### src/rtl/ibus_responder_if.sv
// rtl/ibus_responder_if.sv - fetch-side and memory-side signal bundle for ibus_responder
interface ibus_responder_if #(
  parameter int FETCH_WIDTH = 2,
  parameter int BLOCK_WORDS = 2
);
  logic                     ireq_valid;
  logic [63:0]              ireq_pc;
  logic                     flush;
  logic [FETCH_WIDTH-1:0]   iresp_valid;
  logic [FETCH_WIDTH*32-1:0] iresp_raw;
  logic                     busy;
  logic                     mreq_valid;
  logic [63:0]              mreq_addr;
  logic                     mreq_ready;
  logic                     mresp_valid;
  logic [32*BLOCK_WORDS-1:0] mresp_data;

  modport slave (
    input  ireq_valid, ireq_pc, flush, mreq_ready, mresp_valid, mresp_data,
    output iresp_valid, iresp_raw, busy, mreq_valid, mreq_addr
  );

  modport master (
    output ireq_valid, ireq_pc, flush, mreq_ready, mresp_valid, mresp_data,
    input  iresp_valid, iresp_raw, busy, mreq_valid, mreq_addr
  );
endinterface

### src/rtl/ibus_responder.sv
// rtl/ibus_responder.sv - instruction-bus line-buffer responder with single-outstanding miss fill
// Optional feature: define IBUS_FORWARD_EN to forward fill data to fetch in the response cycle.
module ibus_responder #(
  parameter int FETCH_WIDTH = 2,
  parameter int BLOCK_WORDS = 2
) (
  input  logic            clk,
  input  logic            reset,
  ibus_responder_if.slave bus
);
  localparam int OB = $clog2(4 * BLOCK_WORDS);
  localparam int WB = OB - 2;
  localparam int IW = WB + 1;
  localparam int TW = 64 - OB;
  localparam logic [IW-1:0] BW_LIM = IW'(BLOCK_WORDS);

  typedef enum logic [1:0] {IDLE, REQ, WAIT, DRAIN} state_t;

  state_t                       state, state_next;
  logic                         buf_valid, buf_valid_next;
  logic [TW-1:0]                buf_tag, pend_tag, req_tag;
  logic [BLOCK_WORDS-1:0][31:0] buf_data, src_data;
  logic                         hit, fill, load_pend, src_ok;
  logic                         unused_pc_bits;

  assign req_tag        = bus.ireq_pc[63:OB];
  assign hit            = bus.ireq_valid & buf_valid & (req_tag == buf_tag);
  assign bus.busy       = (state != IDLE);
  assign bus.mreq_valid = (state == REQ);
  assign bus.mreq_addr  = (state == REQ) ? {pend_tag, {OB{1'b0}}} : '0;
  assign unused_pc_bits = ^bus.ireq_pc[1:0];

  // Response source: the line buffer, or the arriving fill when forwarding is built in.
  always_comb begin
    src_data = buf_data;
    src_ok   = hit;
`ifdef IBUS_FORWARD_EN
    if (state == WAIT && bus.mresp_valid && !bus.flush && bus.ireq_valid &&
        req_tag == pend_tag) begin
      src_data = bus.mresp_data;
      src_ok   = 1'b1;
    end
`endif
  end

  // Slots stop at the block boundary; they never wrap into the next block.
  always_comb begin
    bus.iresp_valid = '0;
    bus.iresp_raw   = '0;
    for (int i = 0; i < FETCH_WIDTH; i++) begin
      logic [IW-1:0] widx;
      widx = {1'b0, bus.ireq_pc[OB-1:2]} + IW'(i);
      if (src_ok && !bus.flush && widx < BW_LIM) begin
        bus.iresp_valid[i]       = 1'b1;
        bus.iresp_raw[32*i +: 32] = src_data[widx[WB-1:0]];
      end
    end
  end

  always_comb begin
    state_next     = state;
    buf_valid_next = buf_valid;
    fill           = 1'b0;
    load_pend      = 1'b0;
    case (state)
      IDLE: begin
        if (bus.ireq_valid && !hit && !bus.flush) begin
          load_pend  = 1'b1;
          state_next = REQ;
        end
      end
      REQ: begin
        if (bus.flush)           state_next = IDLE;
        else if (bus.mreq_ready) state_next = WAIT;
      end
      WAIT: begin
        if (bus.mresp_valid) begin
          fill           = !bus.flush;
          buf_valid_next = 1'b1;
          state_next     = IDLE;
        end else if (bus.flush) begin
          state_next = DRAIN;
        end
      end
      DRAIN: begin
        if (bus.mresp_valid) state_next = IDLE;
      end
      default: state_next = IDLE;
    endcase
    if (bus.flush) buf_valid_next = 1'b0;
  end

  always_ff @(posedge clk) begin
    if (reset) begin
      state     <= IDLE;
      buf_valid <= 1'b0;
      buf_tag   <= '0;
      pend_tag  <= '0;
      buf_data  <= '0;
    end else begin
      state     <= state_next;
      buf_valid <= buf_valid_next;
      if (load_pend) pend_tag <= req_tag;
      if (fill) begin
        buf_data <= bus.mresp_data;
        buf_tag  <= pend_tag;
      end
    end
  end
endmodule

### src/flat_wrapper.sv
// flat-port wrapper written by rule: the top's interface ports become plain ports
module ibus_responder_flat 
#(
  parameter int FETCH_WIDTH = 2,
  parameter int BLOCK_WORDS = 2
)
  (clk, reset, bus_ireq_valid, bus_ireq_pc, bus_flush, bus_mreq_ready, bus_mresp_valid, bus_mresp_data, bus_iresp_valid, bus_iresp_raw, bus_busy, bus_mreq_valid, bus_mreq_addr);
  ibus_responder_if #(.FETCH_WIDTH(FETCH_WIDTH), .BLOCK_WORDS(BLOCK_WORDS)) bus_i ();
  input  logic clk;
  input  logic reset;
  input wire logic [$bits(bus_i.ireq_valid)-1:0] bus_ireq_valid;
  input wire logic [$bits(bus_i.ireq_pc)-1:0] bus_ireq_pc;
  input wire logic [$bits(bus_i.flush)-1:0] bus_flush;
  input wire logic [$bits(bus_i.mreq_ready)-1:0] bus_mreq_ready;
  input wire logic [$bits(bus_i.mresp_valid)-1:0] bus_mresp_valid;
  input wire logic [$bits(bus_i.mresp_data)-1:0] bus_mresp_data;
  output wire logic [$bits(bus_i.iresp_valid)-1:0] bus_iresp_valid;
  output wire logic [$bits(bus_i.iresp_raw)-1:0] bus_iresp_raw;
  output wire logic [$bits(bus_i.busy)-1:0] bus_busy;
  output wire logic [$bits(bus_i.mreq_valid)-1:0] bus_mreq_valid;
  output wire logic [$bits(bus_i.mreq_addr)-1:0] bus_mreq_addr;
  assign bus_i.ireq_valid = bus_ireq_valid;
  assign bus_i.ireq_pc = bus_ireq_pc;
  assign bus_i.flush = bus_flush;
  assign bus_i.mreq_ready = bus_mreq_ready;
  assign bus_i.mresp_valid = bus_mresp_valid;
  assign bus_i.mresp_data = bus_mresp_data;
  assign bus_iresp_valid = bus_i.iresp_valid;
  assign bus_iresp_raw = bus_i.iresp_raw;
  assign bus_busy = bus_i.busy;
  assign bus_mreq_valid = bus_i.mreq_valid;
  assign bus_mreq_addr = bus_i.mreq_addr;
  ibus_responder #(.FETCH_WIDTH(FETCH_WIDTH), .BLOCK_WORDS(BLOCK_WORDS)) u_core (.clk(clk), .reset(reset), .bus(bus_i));
endmodule
### config.mk
export PLATFORM = sky130hd
export DESIGN_NAME = ibus_responder_flat
export DESIGN_NICKNAME = d
export VERILOG_FILES = /design/src/rtl/ibus_responder_if.sv /design/src/rtl/ibus_responder.sv /design/src/flat_wrapper.sv
export SDC_FILE = /design/constraint.sdc
export NUM_CORES = 1
export LEC_CHECK = 0
export BUFFER_PORTS_ARGS = -buffer_cell sky130_fd_sc_hd__buf_2
export CAP_MARGIN = 20
export CORE_ASPECT_RATIO = 1.25
export CORE_UTILIZATION = 51
export CTS_CLUSTER_DIAMETER = 30
export DETAILED_ROUTE_END_ITERATION = 12
export PLACE_DENSITY = 0.86
export SLEW_MARGIN = 0
export SYNTH_ARGS = -nofsm -noshare
export SYNTH_HDL_FRONTEND = slang
export SYNTH_SLANG_ARGS = --single-unit
### constraint.sdc
create_clock -name clk -period 4.8 [get_ports clk]
set_input_delay 1.44 -clock clk [delete_from_list [all_inputs] [get_ports clk]]
set_output_delay 1.44 -clock clk [all_outputs]
set_load 0.01 [all_outputs]
Word level (Yosys, flattened, before mapping)
Cells that the tools add are included.

Input bits: 134. Bits in registers: 189.

Bitwise logic cells: 2. Add/sub/neg operators: 1. Reduce and logical (&&, ||, !) cells: 12. Magnitude comparators: 4. Equality and inequality tests: 8. Muxes and demuxes: 20.

Operators with widths (number): 32-bit 2-to-1 mux (6); 64-bit 2-to-1 mux (1); 61-bit == test (1); 2-bit 2-to-1 mux (6); 2-bit case mux with 4 select lines (1); 1-bit by 2-bit less-than comparator with 1-bit output, second input constant (3); 1-bit 2-to-1 mux (6); 3-bit inequality test, second input constant (2); 1-bit logical AND (5); 2-bit == test, second input constant (2); 4-bit AND reduction (1); 1-bit by 1-bit adder with 2-bit output, second input constant (1); 1-bit AND (2); 2-bit by 1-bit == test with 1-bit output, second input constant (1); 1-bit zero test (2); 2-bit zero test (1); 2-bit less-than comparator, second input constant (1); 2-bit by 1-bit inequality test with 1-bit output, second input constant (1); 2-bit inequality test, second input constant (1); 2-bit AND reduction (1); 2-bit nonzero test (1); 2-bit OR reduction (1).

Depth between registers and ports, before layout
Gate-level depths: netlist (run 1).

Depth in word-level cells: 7. Gate-level depth with buffers: 8.

Worst setup path after synthesis (run 1)
OpenSTA, ideal clock, no wires.

Kind: input to output. From: in bus_ireq_pc[40]. To: out bus_iresp_raw[10]. Required time: 3360 ps. Data arrival time: 3109 ps. Setup slack: 251 ps. Cell stages on the path: 8. Cells stage by stage: xor2_1 > a211o_1 > nor4_2 > nand4_2 > or3_1 > buf_6 > buf_6 > nor2_1.

Word-level cells in the longest chain between the ends: 5.

Ends and longest elaborated chain: start: declaration (RTL line flat_wrapper.sv:12) `input wire logic [$bits(bus_i.ireq_pc)-1:0] bus_ireq_pc;`; 61-bit == test (RTL line ibus_responder.sv:27) `assign hit = bus.ireq_valid & buf_valid & (req_tag == buf_tag);`; 1-bit AND (RTL line ibus_responder.sv:27); 1-bit logical AND (2 in a row) (RTL line ibus_responder.sv:53) `if (src_ok && !bus.flush && widx < BW_LIM) begin`; 32-bit 2-to-1 mux (RTL line ibus_responder.sv:53); end: declaration (RTL line flat_wrapper.sv:18) `output wire logic [$bits(bus_i.iresp_raw)-1:0] bus_iresp_raw;`.

No other way between the ends.

Worst setup path after layout (run 1)
From: in bus_ireq_pc[40]. To: out bus_iresp_raw[49].

Same word-level chain as after synthesis.

==> run_results.csv, run 1 <==
group,metric,value,unit
run_status,outcome,"complete, but fails checks",
run_status,violations,"negative setup slack",
sta,relSlewSlack,43.8,%
setup_path,cp.depth,12,
clock_tree,clockBufferDepth,2,
finish,layout_common_cells,"nand2_1, dfxtp_1, buf_2, nand2b_1, a21oi_1",
sta,rsz0062_at_grt,"true",
setup_path,crit_family,"simple AND/OR/NAND/NOR gates",
finish,fin_nets,1484,
synthesis,syn_area,9160,sq um
synthesis,ys_warn_count,0,
setup_path,cp-startpoint,"bus_ireq_pc[40]",
sta,fin_ws,-0.152,ns
drt,first_pass_iters,5,
worst_hold_path,worstHoldPathType,"reg2reg",
drt,via_count,8652,
floorplan,dieArea,18500,sq um
synthesis,synth-edff-count,0,
sta,fin_skew,0.00860,ns
global_routing,grt_pass1_vias,8145,
global_routing,antenna_found_initial,4,
sta,fin_crit_sh,103,%
floorplan,core,17500,sq um
setup_path,criticalPathCategory,"in2out",
clock_tree,htree_levels,4,
setup_path,critPathCaptureType,"output port",
setup_path,r2r-start,"u_core.buf_tag[37]",
synthesis,ys_seq_elements,189,
drt,wl_per_cell,17.7,um
drt,initialDrtViolationCount,629,
floorplan,initial_core_util,52.4,%
global_routing,grt_use_total,27.9,%
setup_path,crit_buf_inv,6,
global_routing,grt_pass1_wl,40600,um
drt,wirelength,28100,um
setup_path,cp.arrival,3.51,ns
setup_path,r2r-end,"u_core.pend_tag[23]",
drt,final_antenna_net_count,0,
clock_tree,cts_tree,"built",
drt,viasPerCell,5.44,
setup_path,cp-endpoint,"bus_iresp_raw[49]",
pwr,cellPowerDensity,273,nW/um^2
finish,drive_gt1_share,30.9,%
clock_tree,clkLatencyLatePin,0.43,ns
placed_design,pre_cts_slack,-0.257,ns
run,drv_cap,0,
sta,whs,0.456,ns
setup_path,start_kind,"input pin",
pwr,p_leak,5.20,nW
setup_path,cp_max_fo,5,
placed_design,gp_congestion,0.918,
clock_tree,root_buffer,"clkbuf_16",
global_routing,grt_max_degree,102,
sta,layout_min_cycle_time,4.95,ns
synthesis,async_flop_share,0,%
floorplan,num_rows,54,
synthesis,synth_area_per_cell,8.25,sq um
sta,setup_viol,61,
finish,synthToLayoutAreaGrowth,34.7,%
clock_tree,cts.sinks,189,
drt,drc,0,
placed_design,io_buffers,260,
setup_path,r2r_slack,2.33,ns
synthesis,synth_seq_area_share,41.3,%
setup_path,cpMaxStageDelayCell,"a211o_1",
setup_path,cp_common_cell,"buf_6",
clock_tree,cts.clk_slew.worst_paths,0.07,ns
sta,max_freq,0.202,GHz
pwr,total_power,3.36,mW
sta,max_slew.worst_pin.slew,0.842,ns
setup_path,cpPeakStageDelay,0.31,ns
global_routing,grt_overflow,0,
placed_design,dpl.hpwl,17400,um
sta,hold_viol,0,
setup_path,cp.required,3.36,ns
clock_tree,cts_made_buffers,17,
synthesis,ys_dominant_reg_cell,"dfxtp_1",
floorplan,io_pins,266,
floorplan,die_x,122,um
synthesis,synth_cells,1111,
floorplan,die_h,152,um
setup_path,r2r_cells,9,
pwr,vdd_drop_max,244,uV
setup_path,path_cells,"buf_6 > xor2_2 > a211o_1 > nor4_2 > nand4_2 > buf_6 > nor4_4 > buf_6 > buf_12 > buf_12 > and2_4 > buf_6",
sta,final-max-slew-violation-count,0,
synthesis,yosysUniqueCellTypes,43,
finish,mostFrequentLayoutCell,"nand2_1",
cells by family (layout without fill, tap and decap cells):
logic type | count (synthesis) | after routing | synth area share, %
compound gates | 146 | 146 | 8.63
xor+xnor | 43 | 43 | 4.11
buf+inv | 102 | 352 | 5.09
flops | 189 | 189 | 41.3
mux | 93 | 93 | 10.2
other cells | 1 | 6 | 0.0409
simple gates | 537 | 537 | 30.7
synthesized netlist by cell type, types with 5 or more instances:
master | instances | share of area [%]
a21oi_1 | 126 | 6.9
and2_1 | 93 | 6.4
buf_1 | 5 | 0.20
buf_4 | 9 | 0.74
clkbuf_1 | 62 | 2.5
dfxtp_1 | 189 | 41
inv_1 | 20 | 0.82
mux2i_1 | 93 | 10
nand2_1 | 251 | 10
nand2b_1 | 130 | 8.9
nand4_1 | 8 | 0.55
nor2_1 | 15 | 0.61
nor2_2 | 5 | 0.34
nor2_4 | 16 | 2.0
nor4_1 | 5 | 0.34
xnor2_1 | 32 | 3.1
xor2_1 | 11 | 1.1
layout make-up:
type	instances	area (sq um)
inverters	20	80.1
repair buffers	300	2290
clock buffers	18	439
flip-flops and latches	189	3780
clock inverters	14	173
fillers	1230	5160
well taps	224	280
diodes	3	7.51
multi-input cells	822	5280
where the power goes:
group | leakage [nW] | switching [mW] | internal [mW]
combinational | 3.37 | 0.155 | 0.141
sequential | 1.53 | 0.0237 | 1.60
clock | 0.298 | 0.684 | 0.764
total | 5.20 | 0.862 | 2.50
worst reg2reg max path, stage by stage (launching register included):
cell     delay [ns]
dfxtp_1        0.34
xor2_2         0.18
a211o_1        0.31
nor4_2         0.29
nand4_2        0.19
buf_6          0.17
buf_4          0.14
o21ai_4        0.26
buf_12         0.28
mux2i_1        0.24
routing by layer:
layer	routed length [um]	track usage, %	vias up	part of all wire, %
met1	10300	30.5	4086	37
met2	14200	48.9	418	51
met4	1520	15.5	0	5.4
met5	0	0	-	0
li1	-	-	4065	-
met3	2080	6.42	83	7.4
what timing repair did:
item / CTS / global route
hold buffers: 0 / 0
pin swaps: 35 / 38
endpoints found under the setup margin: 66 / 66
cloned: 4 / 4
buffers inserted: 8 / 0
gates resized for setup: 69 / 105
worst min path at each step:
stage | endpoint | from | depth (start not counted) | slack, ns
finish | u_core.buf_data[24] | u_core.buf_data[24] | 2 | 0.46
global route | u_core.buf_data[24] | u_core.buf_data[24] | 2 | 0.47
CTS | u_core.buf_data[24] | u_core.buf_data[24] | 2 | 0.46
detailed placement | u_core.buf_data[24] | u_core.buf_data[24] | 2 | 0.45
global placement | u_core.buf_data[11] | u_core.buf_data[11] | 2 | 0.44
floorplan | u_core.buf_data[0] | u_core.buf_data[0] | 2 | 0.44
sequential cells by signal, indices dropped and copies added (netlist names):
signal and count:
u_core.state 2, u_core.buf_tag 61, u_core.buf_valid 1, u_core.pend_tag 61, u_core.buf_data 64
metrics by stage:
step	util [%]	instances	setup TNS (ns)	instance area, sq um
2_1_floorplan	-	1113	0	9170
3_3_place_gp	61.0	1542	-12.66	10700
3_5_place_dp	61.0	1542	-12.58	10700
4_1_cts	67.4	1585	-1.09	11800
5_1_grt	70.5	1588	-9.07	12300
6_report	70.5	1590	-4.27	12300
(Power assumes the default switching activity.)
==> run 2: changes to the inputs <==
Settings changed: CELL_PAD_IN_SITES_DETAIL_PLACEMENT from default to 0, CELL_PAD_IN_SITES_GLOBAL_PLACEMENT from default to 1, CORE_UTILIZATION 51 to 38, PLACE_DENSITY 0.86 to 0.87.
==> run_results.csv, run 2 (synthesis results as in run 1) <==
group,metric,value,unit
sta,relSlewSlack,48.8,%
sta,setup_viol,65,
worst_hold_path,min_from,"u_core.buf_data[1]",
clock_tree,htree_levels,4,
floorplan,dieArea,24700,sq um
finish,design_area,12400,sq um
clock_tree,cts_tree,"built",
floorplan,io_pins,266,
finish,fin_nets,1486,
finish,mostFrequentLayoutCell,"nand2_1",
drt,wl_per_cell,16.3,um
clock_tree,clockBufferDepth,2,
placed_design,place_area,10800,sq um
worst_hold_path,worstHoldPathType,"reg2reg",
finish,fill_cells,2231,
finish,largest_reg_flops,64,
placed_design,dpl.hpwl,18100,um
drt,initialDrtViolationCount,472,
drt,final_antenna_net_count,0,
setup_path,critPathCaptureType,"output port",
finish,regMostFlops,"u_core.buf_data",
sta,max_freq,0.203,GHz
run_status,outcome,"complete, but fails checks",
global_routing,grt_pass1_wl,41200,um
clock_tree,root_buffer,"clkbuf_16",
setup_path,r2r-start,"u_core.buf_tag[42]",
sta,final-max-slew-violation-count,0,
sta,fin_crit_sh,102,%
sta,hold_viol,0,
setup_path,r2r_slack,2.26,ns
setup_path,r2r-end,"u_core.pend_tag[1]",
clock_tree,clkLatencyLatePin,0.43,ns
global_routing,grt_pass1_vias,7810,
pwr,vdd_drop_max,254,uV
global_routing,antenna_found_initial,6,
clock_tree,cts_made_buffers,17,
sta,fin_skew,0.0105,ns
clock_tree,cts.sinks,189,
setup_path,r2r_cells,9,
finish,drive_gt1_share,30.4,%
sta,whs,0.454,ns
worst_hold_path,holdPathStages,2,
pwr,cellPowerDensity,270,nW/um^2
floorplan,initial_core_util,38.6,%
sta,setup-tns-final,-4.12,ns
global_routing,grt_use_total,21.6,%
floorplan,core,23700,sq um
drt,drc,0,
drt,viasPerCell,4.83,
placed_design,gp_congestion,0.800,
finish,layout_common_cells,"nand2_1, buf_2, dfxtp_1, nand2b_1, a21oi_1",
pwr,p_leak,5.19,nW
drt,first_pass_iters,6,
setup_path,cp.arrival,3.48,ns
setup_path,cp.required,3.36,ns
finish,top_regs,"u_core.buf_data (64), u_core.buf_tag (61), u_core.pend_tag (61)",
placed_design,io_buffers,260,
sta,max_slew.worst_pin.slew,0.768,ns
setup_path,cp_max_fo,8,
drt,wirelength,27600,um
run,drv_cap,0,
finish,synthToLayoutAreaGrowth,35.0,%
sta,fin_ws,-0.117,ns
drt,via_count,8187,
floorplan,num_rows,63,
clock_tree,cts.clk_slew.worst_paths,0.07,ns
floorplan,die_x,141,um
sta,layout_min_cycle_time,4.92,ns
sta,rsz0062_at_grt,"true",
setup_path,criticalPathCategory,"in2out",
floorplan,die_h,176,um
setup_path,start_kind,"input pin",
worst_hold_path,hold_end,"u_core.buf_data[1]",
global_routing,grt_max_degree,118,
run_status,violations,"negative setup slack",
global_routing,grt_overflow,0,
-- run 2: area by class of cell --
class / instances / area, sq um / share of cell area, %
repair buffers: 302 / 2230 / 18.1
clock buffers: 21 / 460 / 3.72
well taps: 325 / 407 / 3.29
flip-flops and latches: 189 / 3780 / 30.6
inverters: 20 / 80.1 / 0.647
clock inverters: 11 / 123 / 0.991
multi-input cells: 822 / 5270 / 42.6
diodes: 4 / 10.0 / 0.0809
-- run 2: power breakdown --
group / leakage, nW / switching, mW / internal [mW]
clock: 0.288 / 0.662 / 0.763
sequential: 1.53 / 0.0220 / 1.60
combinational: 3.38 / 0.154 / 0.139
-- run 2: critical path: stages --
cell and delay [ns]:
buf_2 0.11, xor2_1 0.18, a211o_1 0.30, nor4_4 0.27
nand4_2 0.17, buf_6 0.16, nor4_4 0.22, buf_6 0.20
clkbuf_16 0.17, and2_4 0.14, buf_6 0.09
-- run 2: per-stage QoR --
stage                     std cells  setup slack [ns]  total power [mW]  util (%)
after global routing           1690            -0.190              3.46      52.1
final                          1694            -0.117              3.34      52.1
after CTS                      1689            -0.104              3.37      50.0
after detailed placement       1648            -0.479              1.94      45.7
after global placement         1648            -0.485              1.93      45.7
after floorplan                1113             0.251              1.81         -
-- run 2: repair_timing --
action,in CTS,in global routing
hold endpoints to repair,0,0
resized for setup,55,95
pin swaps,36,40
hold buffers,0,0
gates cloned,4,4
buffers inserted,6,0
endpoints found under the setup margin,66,66
-- run 2: routing by layer --
| layer | up-vias | share of wire (%) | track usage, % |
|---|---|---|---|
| met5 | - | 0.10 | 0 |
| met4 | 4 | 2.4 | 7.79 |
| met3 | 37 | 5.6 | 5.83 |
| met2 | 236 | 51 | 38.5 |
| met1 | 3842 | 41 | 24.5 |
| li1 | 4068 | - | - |
-- run 2: how the worst max path moves through the flow --
| stage | from | to | slack, ns | cells after the start |
|---|---|---|---|---|
| floorplan | bus_ireq_pc[40] | bus_iresp_raw[10] | 0.25 | 8 |
| CTS | bus_ireq_pc[6] | bus_iresp_raw[48] | -0.10 | 14 |
| global placement | bus_ireq_pc[16] | bus_iresp_raw[6] | -0.49 | 10 |
| global route | bus_ireq_pc[3] | bus_iresp_raw[32] | -0.19 | 12 |
| finish | bus_ireq_pc[40] | bus_iresp_raw[32] | -0.12 | 11 |
| detailed placement | bus_ireq_pc[16] | bus_iresp_raw[6] | -0.48 | 10 |
==> run 3: changes to the inputs <==
Settings changed: MAX_ROUTING_LAYER from default to met4, PLACE_DENSITY 0.87 to default, PLACE_DENSITY_LB_ADDON from default to 0.12, SKIP_CTS_REPAIR_TIMING from default to 1.
==> run_results.csv, run 3 (synthesis results as in run 1) <==
group,metric,value,unit
finish,regMostFlops,"u_core.buf_data",
pwr,p_leak,5.15,nW
floorplan,dieArea,24700,sq um
sta,setup_viol,65,
floorplan,die_h,176,um
setup_path,r2r_slack,2.24,ns
sta,max_slew.worst_pin.slew,0.830,ns
setup_path,criticalPathCategory,"in2out",
pwr,total_power,3.37,mW
setup_path,cp.arrival,3.51,ns
pwr,p_seq_share,48.0,%
run_status,outcome,"complete, but fails checks",
sta,whs,0.455,ns
finish,mostFrequentLayoutCell,"nand2_1",
floorplan,core,23700,sq um
drt,initialDrtViolationCount,345,
sta,fin_skew,0.0154,ns
global_routing,grt_pass1_wl,39900,um
sta,hold_viol,0,
finish,layout.cells.non_filler,1695,
clock_tree,root_buffer,"clkbuf_16",
placed_design,io_buffers,260,
drt,final_antenna_net_count,0,
placed_design,dpl.hpwl,17800,um
sta,relSlewSlack,44.7,%
clock_tree,cts.sinks,189,
clock_tree,cts_tree,"built",
pwr,swShare,25.2,%
setup_path,start_kind,"input pin",
pwr,comb_power_share,8.6,%
sta,final-max-slew-violation-count,0,
placed_design,gp_congestion,0.762,
sta,layout_min_cycle_time,4.95,ns
sta,rsz0062_at_grt,"true",
pwr,p_int,2.52,mW
floorplan,initial_core_util,38.6,%
global_routing,grt_max_degree,105,
global_routing,grt_overflow,0,
global_routing,antenna_found_initial,6,
global_routing,grt_use_total,21.5,%
finish,design_area,12300,sq um
drt,first_pass_iters,4,
clock_tree,clockBufferDepth,2,
drt,wirelength,26900,um
worst_hold_path,worstHoldPathType,"reg2reg",
sta,fin_crit_sh,103,%
pwr,clkPwrFrac,43.4,%
clock_tree,clkLatencyLatePin,0.43,ns
run_status,violations,"negative setup slack",
setup_path,cp.required,3.36,ns
clock_tree,cts.clk_slew.worst_paths,0.07,ns
setup_path,cp_max_fo,8,
drt,wl_per_cell,15.9,um
finish,fin_nets,1485,
placed_design,place_area,10900,sq um
sta,fin_ws,-0.146,ns
finish,top_regs,"u_core.buf_data (64), u_core.buf_tag (61), u_core.pend_tag (61)",
floorplan,die_x,141,um
drt,via_count,7956,
finish,layout_common_cells,"nand2_1, buf_2, dfxtp_1, nand2b_1, a21oi_1",
finish,largest_reg_flops,64,
clock_tree,cts_made_buffers,17,
clock_tree,htree_levels,4,
global_routing,grt_pass1_vias,7286,
pwr,cellPowerDensity,274,nW/um^2
drt,viasPerCell,4.69,
floorplan,num_rows,63,
sta,max_freq,0.202,GHz
finish,synthToLayoutAreaGrowth,34.5,%
floorplan,io_pins,266,
placed_design,place_inst,1649,
finish,drive_gt1_share,30.4,%
setup_path,r2r-start,"u_core.buf_tag[3]",
pwr,p_sw,851,uW
pwr,vdd_drop_max,248,uV
worst_hold_path,min_from,"u_core.buf_data[19]",
drt,drc,0,
run,drv_cap,0,
setup_path,critPathCaptureType,"output port",
setup_path,cp-startpoint,"bus_ireq_pc[58]",
## run 3: final cells by class
class	instances	area, sq um
Antenna cell	6	15.0
Clock buffer	18	429
Clock inverter	14	171
Fill cell	2311	11400
Inverter	20	80.1
Multi-Input combinational cell	822	5230
Sequential cell	189	3780
Tap cell	325	407
Timing Repair Buffer	301	2210
## run 3: stage by stage
step	setup TNS (ns)	worst slack [ns]	util [%]
floorplan	0	0.251	-
global placement	-13.95	-0.290	45.8
detailed placement	-15.00	-0.313	45.8
CTS	-15.80	-0.318	48.4
global route	-11.10	-0.247	51.9
finish	-5.58	-0.146	51.9
## run 3: worst paths after layout
check,cells after the start,endpoint
setup reg to reg,10,u_core.pend_tag[6]
setup / recovery,11,bus_iresp_raw[32]
hold reg to reg,2,u_core.buf_data[19]
hold / removal,2,u_core.buf_data[19]
## run 3: per-layer routing
metal	track usage [%]	part of all wire, %	vias up	wire length [um]
met5	-	0	-	0
met4	4.44	0.55	0	148
met3	4.66	4.0	9	1070
met2	35.4	51	179	13800
met1	26.9	44	3686	11900
li1	-	-	4082	-
## run 3: power by group through the flow
stage / registers [mW] / logic, mW / clock network [mW]
floorplan: 1.65 / 0.158 / 0
global placement: 1.66 / 0.285 / 0
detailed placement: 1.66 / 0.287 / 0
CTS: 1.62 / 0.288 / 1.50
global route: 1.62 / 0.316 / 1.57
finish: 1.62 / 0.289 / 1.47
## run 3: critical path, stage by stage
cell	delay, ns
buf_2	0.12
inv_1	0.06
a222oi_1	0.32
nor4b_2	0.27
nand4_1	0.26
buf_6	0.21
nor4_4	0.21
buf_6	0.20
clkbuf_16	0.17
and2_4	0.14
buf_6	0.10
